**src/rtl/mult_funct3_pkg.sv**
```systemverilog
// Shared types for the M-extension multiply/divide datapath.
//   mult_funct3_t     : RISC-V funct3 encoding of the MUL/DIV family
//   div_state_t       : divide issue controller state encoding
//   div_cache_entry_t : single-entry divide result cache contents
package mult_funct3_pkg;

    typedef enum logic [2:0] {
        F3_MUL    = 3'b000,
        F3_MULH   = 3'b001,
        F3_MULHSU = 3'b010,
        F3_MULHU  = 3'b011,
        F3_DIV    = 3'b100,
        F3_DIVU   = 3'b101,
        F3_REM    = 3'b110,
        F3_REMU   = 3'b111
    } mult_funct3_t;

    // funct3 bit 1 selects remainder over quotient; bit 0 marks unsigned.
    localparam int unsigned OP_REM_BIT      = 1;
    localparam int unsigned OP_UNSIGNED_BIT = 0;

    typedef enum logic [2:0] {
        S_IDLE   = 3'd0,
        S_LAUNCH = 3'd1,
        S_WAIT   = 3'd2,
        S_DRAIN  = 3'd3,
        S_RESP   = 3'd4
    } div_state_t;

    typedef struct packed {
        logic        valid;
        logic [31:0] rs1;
        logic [31:0] rs2;
        logic        is_signed;
        logic [31:0] quotient;
        logic [31:0] remainder;
    } div_cache_entry_t;

endpackage

```
**src/rtl/div_result_cache.sv**
```systemverilog
// Single-entry divide result cache. A div/rem pair on identical operands
// and signedness shares one divider run.
//   clk, rst          : clock, synchronous active-high reset (invalidates)
//   lkp_*             : operands of the incoming request, lkp_hit is combinational
//   rd_quotient/rd_remainder : stored results
//   upd_*             : write a new entry (sets valid)
module div_result_cache
    import mult_funct3_pkg::*;
(
    input  logic        clk,
    input  logic        rst,
    input  logic [31:0] lkp_rs1,
    input  logic [31:0] lkp_rs2,
    input  logic        lkp_signed,
    output logic        lkp_hit,
    output logic [31:0] rd_quotient,
    output logic [31:0] rd_remainder,
    input  logic        upd_en,
    input  logic [31:0] upd_rs1,
    input  logic [31:0] upd_rs2,
    input  logic        upd_signed,
    input  logic [31:0] upd_quotient,
    input  logic [31:0] upd_remainder
);

    div_cache_entry_t entry_q, entry_d;

    always_comb begin
        entry_d = entry_q;
        if (upd_en) begin
            entry_d.valid     = 1'b1;
            entry_d.rs1       = upd_rs1;
            entry_d.rs2       = upd_rs2;
            entry_d.is_signed = upd_signed;
            entry_d.quotient  = upd_quotient;
            entry_d.remainder = upd_remainder;
        end
    end

    always_ff @(posedge clk) begin
        if (rst) entry_q <= '0;
        else     entry_q <= entry_d;
    end

    assign lkp_hit = entry_q.valid
                   && (entry_q.rs1 == lkp_rs1)
                   && (entry_q.rs2 == lkp_rs2)
                   && (entry_q.is_signed == lkp_signed);

    assign rd_quotient  = entry_q.quotient;
    assign rd_remainder = entry_q.remainder;

endmodule

```
**src/rtl/div_issue_ctrl.sv**
```systemverilog
// Issue controller between the execute stage and a multi-cycle,
// non-abortable divider. Latches the request, launches the divider,
// returns the selected result, and short-circuits div/rem pairs through
// a one-entry result cache.
//   clk, rst           : clock, synchronous active-high reset
//   flush              : kill the in-flight request
//   req_*              : request handshake and operands from execute
//   div_*  (out)       : launch pulse and held operands to the divider
//   div_done/quotient/remainder : divider completion
//   resp_*             : result handshake to writeback
//   busy               : state is not IDLE
//
// state  | meaning
// IDLE   | ready for a request
// LAUNCH | div_start pulse, operands held
// WAIT   | divider running, response still wanted
// DRAIN  | divider running after flush, result only fills the cache
// RESP   | result offered to writeback
module div_issue_ctrl
    import mult_funct3_pkg::*;
(
    input  logic        clk,
    input  logic        rst,
    input  logic        flush,
    input  logic        req_valid,
    output logic        req_ready,
    input  logic [2:0]  req_op,
    input  logic [31:0] req_rs1,
    input  logic [31:0] req_rs2,
    input  logic [4:0]  req_tag,
    output logic        div_start,
    output logic [2:0]  div_op,
    output logic [31:0] div_dividend,
    output logic [31:0] div_divisor,
    input  logic        div_done,
    input  logic [31:0] div_quotient,
    input  logic [31:0] div_remainder,
    output logic        resp_valid,
    input  logic        resp_ready,
    output logic [31:0] resp_data,
    output logic [4:0]  resp_tag,
    output logic        busy
);

    div_state_t   state_q, state_d;
    mult_funct3_t op_q, op_d;
    logic [31:0]  rs1_q, rs1_d;
    logic [31:0]  rs2_q, rs2_d;
    logic [4:0]   tag_q, tag_d;

    logic         cache_hit;
    logic         cache_upd;
    logic [31:0]  cache_quotient;
    logic [31:0]  cache_remainder;

    // Lookup uses the live request so a hit can skip LAUNCH entirely.
    div_result_cache u_cache (
        .clk           (clk),
        .rst           (rst),
        .lkp_rs1       (req_rs1),
        .lkp_rs2       (req_rs2),
        .lkp_signed    (~req_op[OP_UNSIGNED_BIT]),
        .lkp_hit       (cache_hit),
        .rd_quotient   (cache_quotient),
        .rd_remainder  (cache_remainder),
        .upd_en        (cache_upd),
        .upd_rs1       (rs1_q),
        .upd_rs2       (rs2_q),
        .upd_signed    (~op_q[OP_UNSIGNED_BIT]),
        .upd_quotient  (div_quotient),
        .upd_remainder (div_remainder)
    );

    always_comb begin
        state_d    = state_q;
        op_d       = op_q;
        rs1_d      = rs1_q;
        rs2_d      = rs2_q;
        tag_d      = tag_q;
        req_ready  = 1'b0;
        div_start  = 1'b0;
        resp_valid = 1'b0;
        cache_upd  = 1'b0;

        case (state_q)
            S_IDLE: begin
                req_ready = ~flush;
                if (req_valid && !flush) begin
                    op_d    = mult_funct3_t'(req_op);
                    rs1_d   = req_rs1;
                    rs2_d   = req_rs2;
                    tag_d   = req_tag;
                    state_d = cache_hit ? S_RESP : S_LAUNCH;
                end
            end
            S_LAUNCH: begin
                div_start = 1'b1;
                state_d   = flush ? S_DRAIN : S_WAIT;
            end
            S_WAIT: begin
                // A result arriving alongside flush still fills the cache.
                if (div_done) begin
                    cache_upd = 1'b1;
                    state_d   = flush ? S_IDLE : S_RESP;
                end else if (flush) begin
                    state_d = S_DRAIN;
                end
            end
            S_DRAIN: begin
                if (div_done) begin
                    cache_upd = 1'b1;
                    state_d   = S_IDLE;
                end
            end
            S_RESP: begin
                resp_valid = ~flush;
                if (flush || resp_ready) state_d = S_IDLE;
            end
            default: state_d = S_IDLE;
        endcase
    end

    always_ff @(posedge clk) begin
        if (rst) begin
            state_q <= S_IDLE;
            op_q    <= F3_MUL;
            rs1_q   <= '0;
            rs2_q   <= '0;
            tag_q   <= '0;
        end else begin
            state_q <= state_d;
            op_q    <= op_d;
            rs1_q   <= rs1_d;
            rs2_q   <= rs2_d;
            tag_q   <= tag_d;
        end
    end

    assign div_op       = op_q;
    assign div_dividend = rs1_q;
    assign div_divisor  = rs2_q;

    // Cache only changes in WAIT/DRAIN, so the response is stable in RESP.
    assign resp_data = op_q[OP_REM_BIT] ? cache_remainder : cache_quotient;
    assign resp_tag  = tag_q;
    assign busy      = (state_q != S_IDLE);

endmodule

```
**config.mk**
```make
export PLATFORM = sky130hd
export DESIGN_NAME = div_issue_ctrl
export DESIGN_NICKNAME = d
export VERILOG_FILES = /design/src/rtl/mult_funct3_pkg.sv /design/src/rtl/div_result_cache.sv /design/src/rtl/div_issue_ctrl.sv
export SDC_FILE = /design/constraint.sdc
export NUM_CORES = 1
export LEC_CHECK = 0
export ABC_AREA = 0
export BUFFER_PORTS_ARGS = -buffer_cell sky130_fd_sc_hd__clkbuf_2
export CAP_MARGIN = 20
export CORE_UTILIZATION = 51
export DETAILED_ROUTE_END_ITERATION = 10
export PLACE_DENSITY = 0.9
export SETUP_SLACK_MARGIN = 0.02
export SLEW_MARGIN = 20
export SYNTH_ARGS = -nofsm -noshare
export SYNTH_HDL_FRONTEND = slang
export SYNTH_SLANG_ARGS = --single-unit
```
**constraint.sdc**
```tcl
create_clock -name clk -period 2.3 [get_ports clk]
set_input_delay 0.46 -clock clk [delete_from_list [all_inputs] [get_ports clk]]
set_output_delay 0.46 -clock clk [all_outputs]
set_load 0.005 [all_outputs]
```
==> summary.md, run 1 <==
| Metric | Value |
|---|---|
| Outcome | `complete, no violations` |
| Area grow syn2layout | `24.04%` |
| Setup bufs post-CTS | `0` |
| Sequential fraction of the synthesis area | `between 40% and 50%` |
| Vias in the first global route | `between 7k and 8k` |
| Total Wirelength | `between 20000 and 25000 µm` |
| Asr flop ratio synth | `0%` |
| VDD IR max | `roughly 0.00052 V` |
| Synth Register Bits | `between 200 and 250` |
| TritonCTS Buffers | `22` |
| Clk pin slew, worst setup/hold paths | `roughly 0.06 ns` |
| Delay-heaviest family, CP | `flip-flops` |
| Drc violations | `0` |
| Die area | `about 17000 µm²` |
| Post-synth EDFFs | `0` |
| WP buf/inv | `2` |
| Slew margin rel. | `between 30% and 40%` |
| Worst path required time | `1.84 ns` |
| GRT Residual Overflow | `0` |
| Post-route setup TNS | `0 ns` |
| Setup Crit Path Kind | `flop to output port` |
| CP arrival | `about 1.7 ns` |
| Die Y-Extent | `around 130 µm` |
| 1st-iter DRT viols | `around 570` |
| RSZ-0062 raised after global routing | `false` |
| I/O Buffers | `249` |
| Post-layout util | `64.98%` |
| Nets@finish | `between 1k and 1.5k` |
| CTS Sinks | `slightly above 200` |
| Max-slew violations | `0` |
| GPL Wtd Cong | `about 0.92` |
| DP Worst Slack | `between 0.2 and 0.3 ns` |
| Distinct cells, synth | `38` |
| PostCTS Resize Cnt | `0` |
| Period utilization | `92.46%` |
| HP Class | `input pin to flop` |
| Syn. warnings | `0` |
| Setup ws final | `around 0.17 ns` |
| CP max FO | `31` |
| ANT nets after route | `0` |
| Predominant post-synthesis flop cell | `dfxtp_1` |
| Max Cap Viol | `0` |
| Fmax achieved | `around 470 MHz` |
| Antenna violations before repair | `1` |
| Tightest Pin Transition | `between 0.9 and 1 ns` |
| CTS root buffer | `clkbuf_16` |
| CP Cell Sequence | `buf_12, mux2_2, clkbuf_2` |
| Post-Syn Area | `between 8000 and 9000 µm²` |
| Power per cell area | `approximately 760 nW/µm²` |
| Net Count, Synth | `approximately 1.2k` |
| # rows | `46` |
| Worst setup SP type | `flop` |
| # IOs | `250` |
| Syn Area/Cell | `slightly below 8 µm²` |
| Worst path slowest cell | `dfxtp_1` |
| Post-Syn Instances | `1055` |
| Final setup violation count | `0` |
| Ranking of synthesized cells by area | `dfxtp_1 (49%), nand2_1 (18%), a21oi_1 (12%), mux2_2 (4.3%), xnor2_1 (4.1%)` |
| 1st-pass router iterations | `5` |
| Leak | `just over 4 nW` |
| Clock Latency Late Sink | `approximately 0.50 ns` |
| Hpwl dp | `around 16000 µm` |
| Core area | `15890 µm²` |
| Chip width | `between 100 and 150 µm` |
| Dpl cell area | `9647 µm²` |
| CTS Buffer Depth | `3` |
| Design area | `10320 µm²` |
| Hold Vio Cnt, Final | `0` |
| Via count | `approximately 8k` |
| Share of cells above drive strength 1 | `25.86%` |
| Hold_buf cts | `0` |
| Pin count of the biggest net entering global routing | `between 90 and 100` |
| Area leader, netlist | `dfxtp_1` |
| Vias per cell | `about 5.3` |
| First-pass GRT wire length | `around 36000 µm` |
| Ant diodes | `0` |
| Crit path time final | `~2.1 ns` |
| Synth top area share | `49.32%` |
| Crit path capture type | `output port` |
| Clock Skew | `roughly 0.022 ns` |
| Total Routing Usage GR | `about a quarter` |
| TritonCTS clock tree | `built` |
| Initial Util | `a little over half` |
| WL/cell | `between 15 and 20 µm` |
| Max incr delay on CP | `0.44 ns` |
| Htree depth | `1` |
| Final Power | `between 0.007 and 0.008 W` |
## power by group
group,total [W],internal [W],switching [W]
registers,0.00375,0.00367,0.0000795
clock network,0.00333,0.00197,0.00136
logic,0.000782,0.000320,0.000462
## cells by family (layout without fill, tap and decap cells)
logic type                after synthesis  in the layout  synth area share (%)
AOI/OAI and AO/OA                     224            224                 14.22
xor gates and xnor gates               42             42                 4.420
and+or+nand+nor                       459            459                 22.36
DFF                                   205            205                 49.32
buffers and inverters                  93            318                 5.353
muxes                                  32             32                 4.330
## placed cells by master (no fill, tap or decap), types with 8 or more instances in the layout
cell type / instances
a21oi_1: 202
inv_1: 20
buf_4: 10
nor2_1: 8
nand4_1: 12
clkbuf_2: 248
mux2_2: 32
nor2b_1: 13
xnor2_1: 39
clkbuf_16: 23
nand2_1: 402
dfxtp_1: 205
## layout make-up
class,count,area [µm²]
Clock inverter,2,12.51
Multi-Input combinational cell,757,3790
Sequential cell,205,4104
Clock buffer,33,663.1
Timing Repair Buffer,263,1408
Tap cell,216,270.3
Inverter,20,75.07
Fill cell,1301,5563
## stage by stage
| stage | hold slack (ns) | instances |
|---|---|---|
| after floorplan | 0.4329 | 1055 |
| after global placement | 0.4382 | 1461 |
| after detailed placement | 0.4459 | 1461 |
| after CTS | 0.1749 | 1496 |
| after global routing | 0.1832 | 1496 |
| final | 0.1913 | 1496 |
## synth_stat cells, drive strengths merged, types with 3 or more instances
library cell and n:
nand2b 7, buf 26, xnor2 39, nand2 402, xor2 3, nand4 12
inv 20, o22ai 7, nor4 4, a2111oi 3, dfxtp 205, mux2 32
nor2 9, nor2b 13, clkbuf 47, a21oi 202
## tightest hold or removal path, cell delays in order
cell      delay (ns)
clkbuf_2        0.08
nand2_1         0.04
a21oi_1         0.05
## state kept, by name, indices dropped and copies added, names as in the netlist
name,count
state_q,3
resp_tag,5
div_divisor,32
div_dividend,32
u_cache.rd_remainder,32
u_cache.rd_quotient,32
div_op,3
u_cache.entry_q,66
## metal layers
metal	vias up	share of wire, %	wire (µm)	GRT usage (%)
met3	68	7.7	1800	6.027
met2	338	48	11130	43.69
met4	0	4.1	952	11.90
met5	-	0	0	0
met1	3691	41	9550	33.58
li1	3881	-	-	-
## final timing paths
path / startpoint / endpoint / slack [ns] / depth (start not counted)
max reg2reg: state_q[2] / div_divisor[17] / 0.23 / 4
max: div_op[1] / resp_data[15] / 0.17 / 3
min reg2reg: u_cache.rd_remainder[31] / u_cache.rd_remainder[31] / 0.45 / 2
min: div_remainder[9] / u_cache.rd_remainder[9] / 0.19 / 3
(Power assumes the default switching activity.)
==> run 2: changes to the inputs <==
--- a/config.mk
+++ b/config.mk
@@ -6,12 +6,13 @@
 export NUM_CORES = 1
 export LEC_CHECK = 0
 export ABC_AREA = 0
-export BUFFER_PORTS_ARGS = -buffer_cell sky130_fd_sc_hd__clkbuf_2
+export BUFFER_PORTS_ARGS = -buffer_cell sky130_fd_sc_hd__buf_4
 export CAP_MARGIN = 20
 export CORE_UTILIZATION = 51
 export DETAILED_ROUTE_END_ITERATION = 10
 export PLACE_DENSITY = 0.9
 export SETUP_SLACK_MARGIN = 0.02
+export SKIP_CTS_REPAIR_TIMING = 1
 export SLEW_MARGIN = 20
 export SYNTH_ARGS = -nofsm -noshare
 export SYNTH_HDL_FRONTEND = slang
==> run 2 against run 1 <==
Effect of this change:
- non-clock buffer count increased by 1
- utilization increased by 4.8 points
- flip-flop and latch count stayed put
- power increased by 7.3%
- first-iteration DRC count increased by 17%
- routed wire length is 4.8% higher
- combinational power grew 16%
- via count about the same
- sequential power barely moved
- critical path type unchanged
- largest power group is now clock
- highest routed layer unchanged
==> summary.md, run 2 (synthesized netlist as in run 1, its figures left out) <==
| Metric | Value |
|---|---|
| Outcome | `complete, no violations` |
| Area grow syn2layout | `33.12%` |
| Die Y-Extent | `129.7 µm` |
| Ant diodes | `0` |
| Max-slew violations | `0` |
| M3 GR Usage | `6.355%` |
| Reg2Reg Depth | `4` |
| Commonest non-fill, non-tap cell in the layout | `nand2_1` |
| Chip width | `~130 µm` |
| Crit path capture type | `output port` |
| CTS Sinks | `205` |
| Fill cells | `1263` |
| TritonCTS Buffers | `22` |
| Final std cells w/o fill | `between 1.5k and 2k` |
| GRT met2 Usage | `45.96%` |
| Post-route setup TNS | `0 ns` |
| Multi-input gate area | `between 3000 and 4000 µm²` |
| Hold Vio Cnt, Final | `0` |
| Inst Count DP | `between 1k and 1.5k` |
| Clock Skew | `around 0.024 ns` |
| GPL Wtd Cong | `0.9036` |
| Slew margin rel. | `between 30% and 40%` |
| 1st-iter DRT viols | `around 670` |
| TritonCTS clock tree | `built` |
| Max reg flops | `66` |
| Max incr delay on CP | `roughly 0.45 ns` |
| Fmax achieved | `approximately 460 MHz` |
| Max Cap Viol | `0` |
| Tightest Pin Transition | `approximately 1 ns` |
| CTS root buffer | `clkbuf_16` |
| Htree depth | `1` |
| Antenna violations before repair | `0` |
| CP arrival | `about 1.7 ns` |
| Via count | `between 7k and 8k` |
| Power per cell area | `between 700 and 800 nW/µm²` |
| VDD IR max | `around 0.00054 V` |
| CP Cell Sequence | `buf_12, mux2_2, buf_4` |
| # rows | `between 40 and 50` |
| Post-layout util | `69.74%` |
| Leak | `~4.3 nW` |
| First-pass GRT wire length | `~37000 µm` |
| Setup Crit Path Kind | `flop to output port` |
| Total Routing Usage GR | `between 20 and 30%` |
| Clk pin slew, worst setup/hold paths | `0.06 ns` |
| GR Util met1 | `about 34%` |
| Worst path slowest cell | `dfxtp_1` |
| Total Wirelength | `roughly 25000 µm` |
| Most flop-heavy register | `u_cache.entry_q` |
| Vias per cell | `roughly 5.3` |
| Gr busiest metal | `met2` |
| Worst setup SP type | `flop` |
| Die area | `16830 µm²` |
| Most frequent cells in the layout | `nand2_1 (402), buf_4 (258), dfxtp_1 (205)` |
| CP max FO | `31` |
| Final setup violation count | `0` |
| Reg-to-reg startpoint | `state_q[0]` |
| GRT Residual Overflow | `0` |
| FF/Latch Area | `about 4100 µm²` |
| Period utilization | `between 90% and 100%` |
| # IOs | `250` |
| Crit path time final | `2.178 ns` |
| Initial Util | `approximately 52%` |
| RSZ-0062 raised after global routing | `false` |
| Clock Latency Late Sink | `between 0.5 and 0.6 ns` |
| Drc violations | `0` |
| I/O Buffers | `approximately 250` |
| 1st-pass router iterations | `5` |
| Worst setup endpoint | `resp_data[25]` |
| Pin count of the biggest net entering global routing | `73` |
| Reg2reg end | `resp_tag[2]` |
| Vias in the first global route | `7334` |
| Hpwl dp | `roughly 17000 µm` |
| ANT nets after route | `0` |
| HP Class | `input pin to flop` |
| Nets@finish | `roughly 1.4k` |
| Worst path required time | `roughly 1.8 ns` |
| CTS Buffer Depth | `3` |
| WL/cell | `about 16 µm` |
| Share of cells above drive strength 1 | `26.36%` |
| Crit path from | `div_op[1]` |
| R2r setup slk | `about 0.31 ns` |
| Core area | `roughly 16000 µm²` |
[run 2: cell type report]
type                    count  share of cell area [%]
flip-flops and latches    205                   37.05
multi-input cells         757                   34.21
well taps                 216                   2.440
clock buffers              29                   5.568
inverters                  20                  0.6777
clock inverters            11                   1.570
repair buffers            264                   18.49
[run 2: power breakdown]
part / switching (W) / internal [W] / total, W
Combinational: 0.000471 / 0.000439 / 0.000910
Clock: 0.00143 / 0.00235 / 0.00378
Sequential: 0.0000816 / 0.00367 / 0.00375
[run 2: how the worst min path moves through the flow]
stage | from | to | slack (ns) | depth (start not counted)
final | div_remainder[12] | u_cache.rd_remainder[12] | 0.20 | 3
after global routing | req_tag[3] | resp_tag[3] | 0.19 | 3
after CTS | div_remainder[12] | u_cache.rd_remainder[12] | 0.19 | 3
after detailed placement | u_cache.rd_remainder[21] | u_cache.rd_remainder[21] | 0.45 | 2
after global placement | u_cache.rd_remainder[12] | u_cache.rd_remainder[12] | 0.44 | 2
after floorplan | u_cache.rd_remainder[0] | u_cache.rd_remainder[0] | 0.43 | 2
[run 2: through the flow]
| stage | instance area [µm²] | total power, W | setup slack, ns | hold WS [ns] |
|---|---|---|---|---|
| after floorplan | 8322 | 0.004240 | 0.5770 | 0.4329 |
| after global placement | 10290 | 0.004705 | 0.3963 | 0.4383 |
| after detailed placement | 10290 | 0.004724 | 0.3645 | 0.4466 |
| after CTS | 11080 | 0.008480 | 0.1300 | 0.1895 |
| after global routing | 11080 | 0.008730 | 0.07335 | 0.1912 |
| final | 11080 | 0.008438 | 0.1217 | 0.1985 |
[run 2: worst max-delay path: cells and delay by family (launching register included)]
kind     cells  cell delay, ns
flops        1            0.45
buf+inv      2            0.39
mux          1            0.36
[run 2: routing by layer]
metal  part of all wire [%]  wire length, µm  up-vias
met5                      0                0        -
met4                    3.7              900        0
met3                    7.7             1883       69
met2                     49            11990      298
met1                     40             9790     3734
li1                       -                -     3880
==> run 3: changes to the inputs <==
--- a/config.mk
+++ b/config.mk
@@ -8,12 +8,13 @@
 export ABC_AREA = 0
 export BUFFER_PORTS_ARGS = -buffer_cell sky130_fd_sc_hd__buf_4
 export CAP_MARGIN = 20
+export CORE_MARGIN = 2
 export CORE_UTILIZATION = 51
 export DETAILED_ROUTE_END_ITERATION = 10
 export PLACE_DENSITY = 0.9
 export SETUP_SLACK_MARGIN = 0.02
 export SKIP_CTS_REPAIR_TIMING = 1
-export SLEW_MARGIN = 20
+export SLEW_MARGIN = 0
 export SYNTH_ARGS = -nofsm -noshare
 export SYNTH_HDL_FRONTEND = slang
 export SYNTH_SLANG_ARGS = --single-unit
==> run 3 against run 2 <==
Effect of this change:
- hold slack better by 0.015 ns
- highest routed layer unchanged
- final cell count is 0.33% lower
- die area rose by 3.1%
- largest cell class unchanged
==> summary.md, run 3 (synthesized netlist as in run 1, its figures left out) <==
| Metric | Value |
|---|---|
| Core area | `about 16000 µm²` |
| 1st-iter DRT viols | `~560` |
| DP Worst Slack | `between 0.2 and 0.3 ns` |
| Max reg flops | `66` |
| Crit path from | `div_op[1]` |
| Gr busiest metal | `met2` |
| Via count | `between 7k and 8k` |
| Most frequent cells in the layout | `nand2_1 (402), buf_4 (252), dfxtp_1 (205)` |
| ANT nets after route | `0` |
| Clk pin slew, worst setup/hold paths | `approximately 0.060 ns` |
| Max Cap Viol | `0` |
| Cell-internal power | `around 0.0063 W` |
| Tightest Pin Transition | `roughly 0.96 ns` |
| Reg2reg end | `div_divisor[31]` |
| Vias per cell | `~5.3` |
| Power per cell area | `~750 nW/µm²` |
| Most flop-heavy register | `u_cache.entry_q` |
| Max-slew violations | `0` |
| GR Util met1 | `roughly a third` |
| Commonest non-fill, non-tap cell in the layout | `nand2_1` |
| Vias in the first global route | `roughly 7.4k` |
| FF/Latch Area | `between 4000 and 5000 µm²` |
| 1st-pass router iterations | `5` |
| GRT met2 Usage | `approximately 45%` |
| Die area | `around 17000 µm²` |
| GPL Wtd Cong | `0.9377` |
| Worst Min Path Start | `div_remainder[11]` |
| Switching share of power | `approximately a quarter` |
| Die Y-Extent | `131.7 µm` |
| VDD IR max | `between 0.0005 and 0.0006 V` |
| WL/cell | `about 16 µm` |
| Drc violations | `0` |
| Sw Pwr | `roughly 0.002 W` |
| I/O Buffers | `about 250` |
| CP arrival | `~1.7 ns` |
| Share of cells above drive strength 1 | `about a quarter` |
| Leak | `roughly 4.3 nW` |
| Setup ws final | `approximately 0.11 ns` |
| Final setup violation count | `0` |
| Antenna violations before repair | `0` |
| CTS Sinks | `approximately 200` |
| Clock Latency Late Sink | `roughly 0.50 ns` |
| TritonCTS Buffers | `22` |
| RSZ-0062 raised after global routing | `false` |
| CTS Buffer Depth | `3` |
| Pin count of the biggest net entering global routing | `103` |
| Worst setup SP type | `flop` |
| Dpl cell area | `10280 µm²` |
| Sequential Power Share | `between 40% and 50%` |
| Ant diodes | `0` |
| Htree depth | `1` |
| Setup Crit Path Kind | `flop to output port` |
| Initial Util | `52.20%` |
| Hpwl dp | `16500 µm` |
| Outcome | `complete, no violations` |
| TritonCTS clock tree | `built` |
| Crit path capture type | `output port` |
| Clock Skew | `roughly 0.013 ns` |
| Reg2Reg Depth | `4` |
| Hold Vio Cnt, Final | `0` |
| CP max FO | `27` |
| Clk pwr share | `43.5%` |
| Multi-input gate area | `~3800 µm²` |
| Fmax achieved | `between 400 and 500 MHz` |
| Hold EP | `u_cache.rd_remainder[11]` |
| Worst hold path depth | `3` |
| Period utilization | `95.24%` |
| Chip width | `approximately 130 µm` |
| Gate power share | `11.0%` |
| M3 GR Usage | `5.729%` |
| Total Wirelength | `between 20000 and 25000 µm` |
| GRT Residual Overflow | `0` |
| R2r setup slk | `0.25 ns` |
| First-pass GRT wire length | `around 38000 µm` |
| # IOs | `250` |
| Nets@finish | `roughly 1.4k` |
| Post-route setup TNS | `0 ns` |
| HP Class | `input pin to flop` |
| Worst path required time | `between 1.5 and 2 ns` |
| Crit path time final | `2.191 ns` |
| CTS root buffer | `clkbuf_16` |
| Reg-to-reg startpoint | `state_q[2]` |
| Total Routing Usage GR | `a little over a quarter` |
| Area grow syn2layout | `32.45%` |
| Slew margin rel. | `about 36%` |
| # rows | `46` |
| Fill cells | `~1.2k` |
| Design area | `around 11000 µm²` |
| Post-layout util | `between 60% and 70%` |
run 3: power by group through the flow:
stage          logic [W]  clock network, W  registers (W)
2_1_floorplan   0.000426                 0        0.00381
3_3_place_gp    0.000885                 0        0.00382
3_5_place_dp    0.000898                 0        0.00382
4_1_cts         0.000905           0.00362        0.00375
5_1_grt         0.000977           0.00378        0.00376
6_report        0.000905           0.00358        0.00375
run 3: worst max-delay path by stage:
stage	depth (start not counted)	end	slack (ns)
global route	3	resp_data[20]	0.04
CTS	3	resp_data[20]	0.10
detailed placement	6	state_q[0]	0.29
finish	3	resp_data[20]	0.11
global placement	6	state_q[0]	0.26
floorplan	3	resp_data[10]	0.58
run 3: worst max-delay path, cell delays in order, from the launching register on:
cell     delay (ns)
dfxtp_1        0.33
buf_4          0.36
mux2_2         0.39
buf_4          0.14
run 3: layout make-up:
cell class	instances	share of cell area, %
well taps	216	2.452
clock buffers	30	5.824
clock inverters	9	0.8855
repair buffers	260	18.54
flip-flops and latches	205	37.23
multi-input cells	757	34.39
inverters	20	0.6811
run 3: layer usage:
| layer | vias to the layer above | share of wire (%) | wire length, µm |
|---|---|---|---|
| met5 | - | 0 | 0 |
| met4 | 0 | 3.0 | 724 |
| met3 | 54 | 7.7 | 1854 |
| met2 | 321 | 49 | 11910 |
| met1 | 3719 | 40 | 9702 |
| li1 | 3866 | - | - |
run 3: metrics by stage:
step                      total power (W)  hold WS, ns  instances
after floorplan                  0.004240       0.4329       1055
after global routing             0.008522       0.2055       1497
final                            0.008235       0.2137       1497
after CTS                        0.008275       0.2048       1497
after detailed placement         0.004723       0.4439       1458
after global placement           0.004703       0.4386       1458
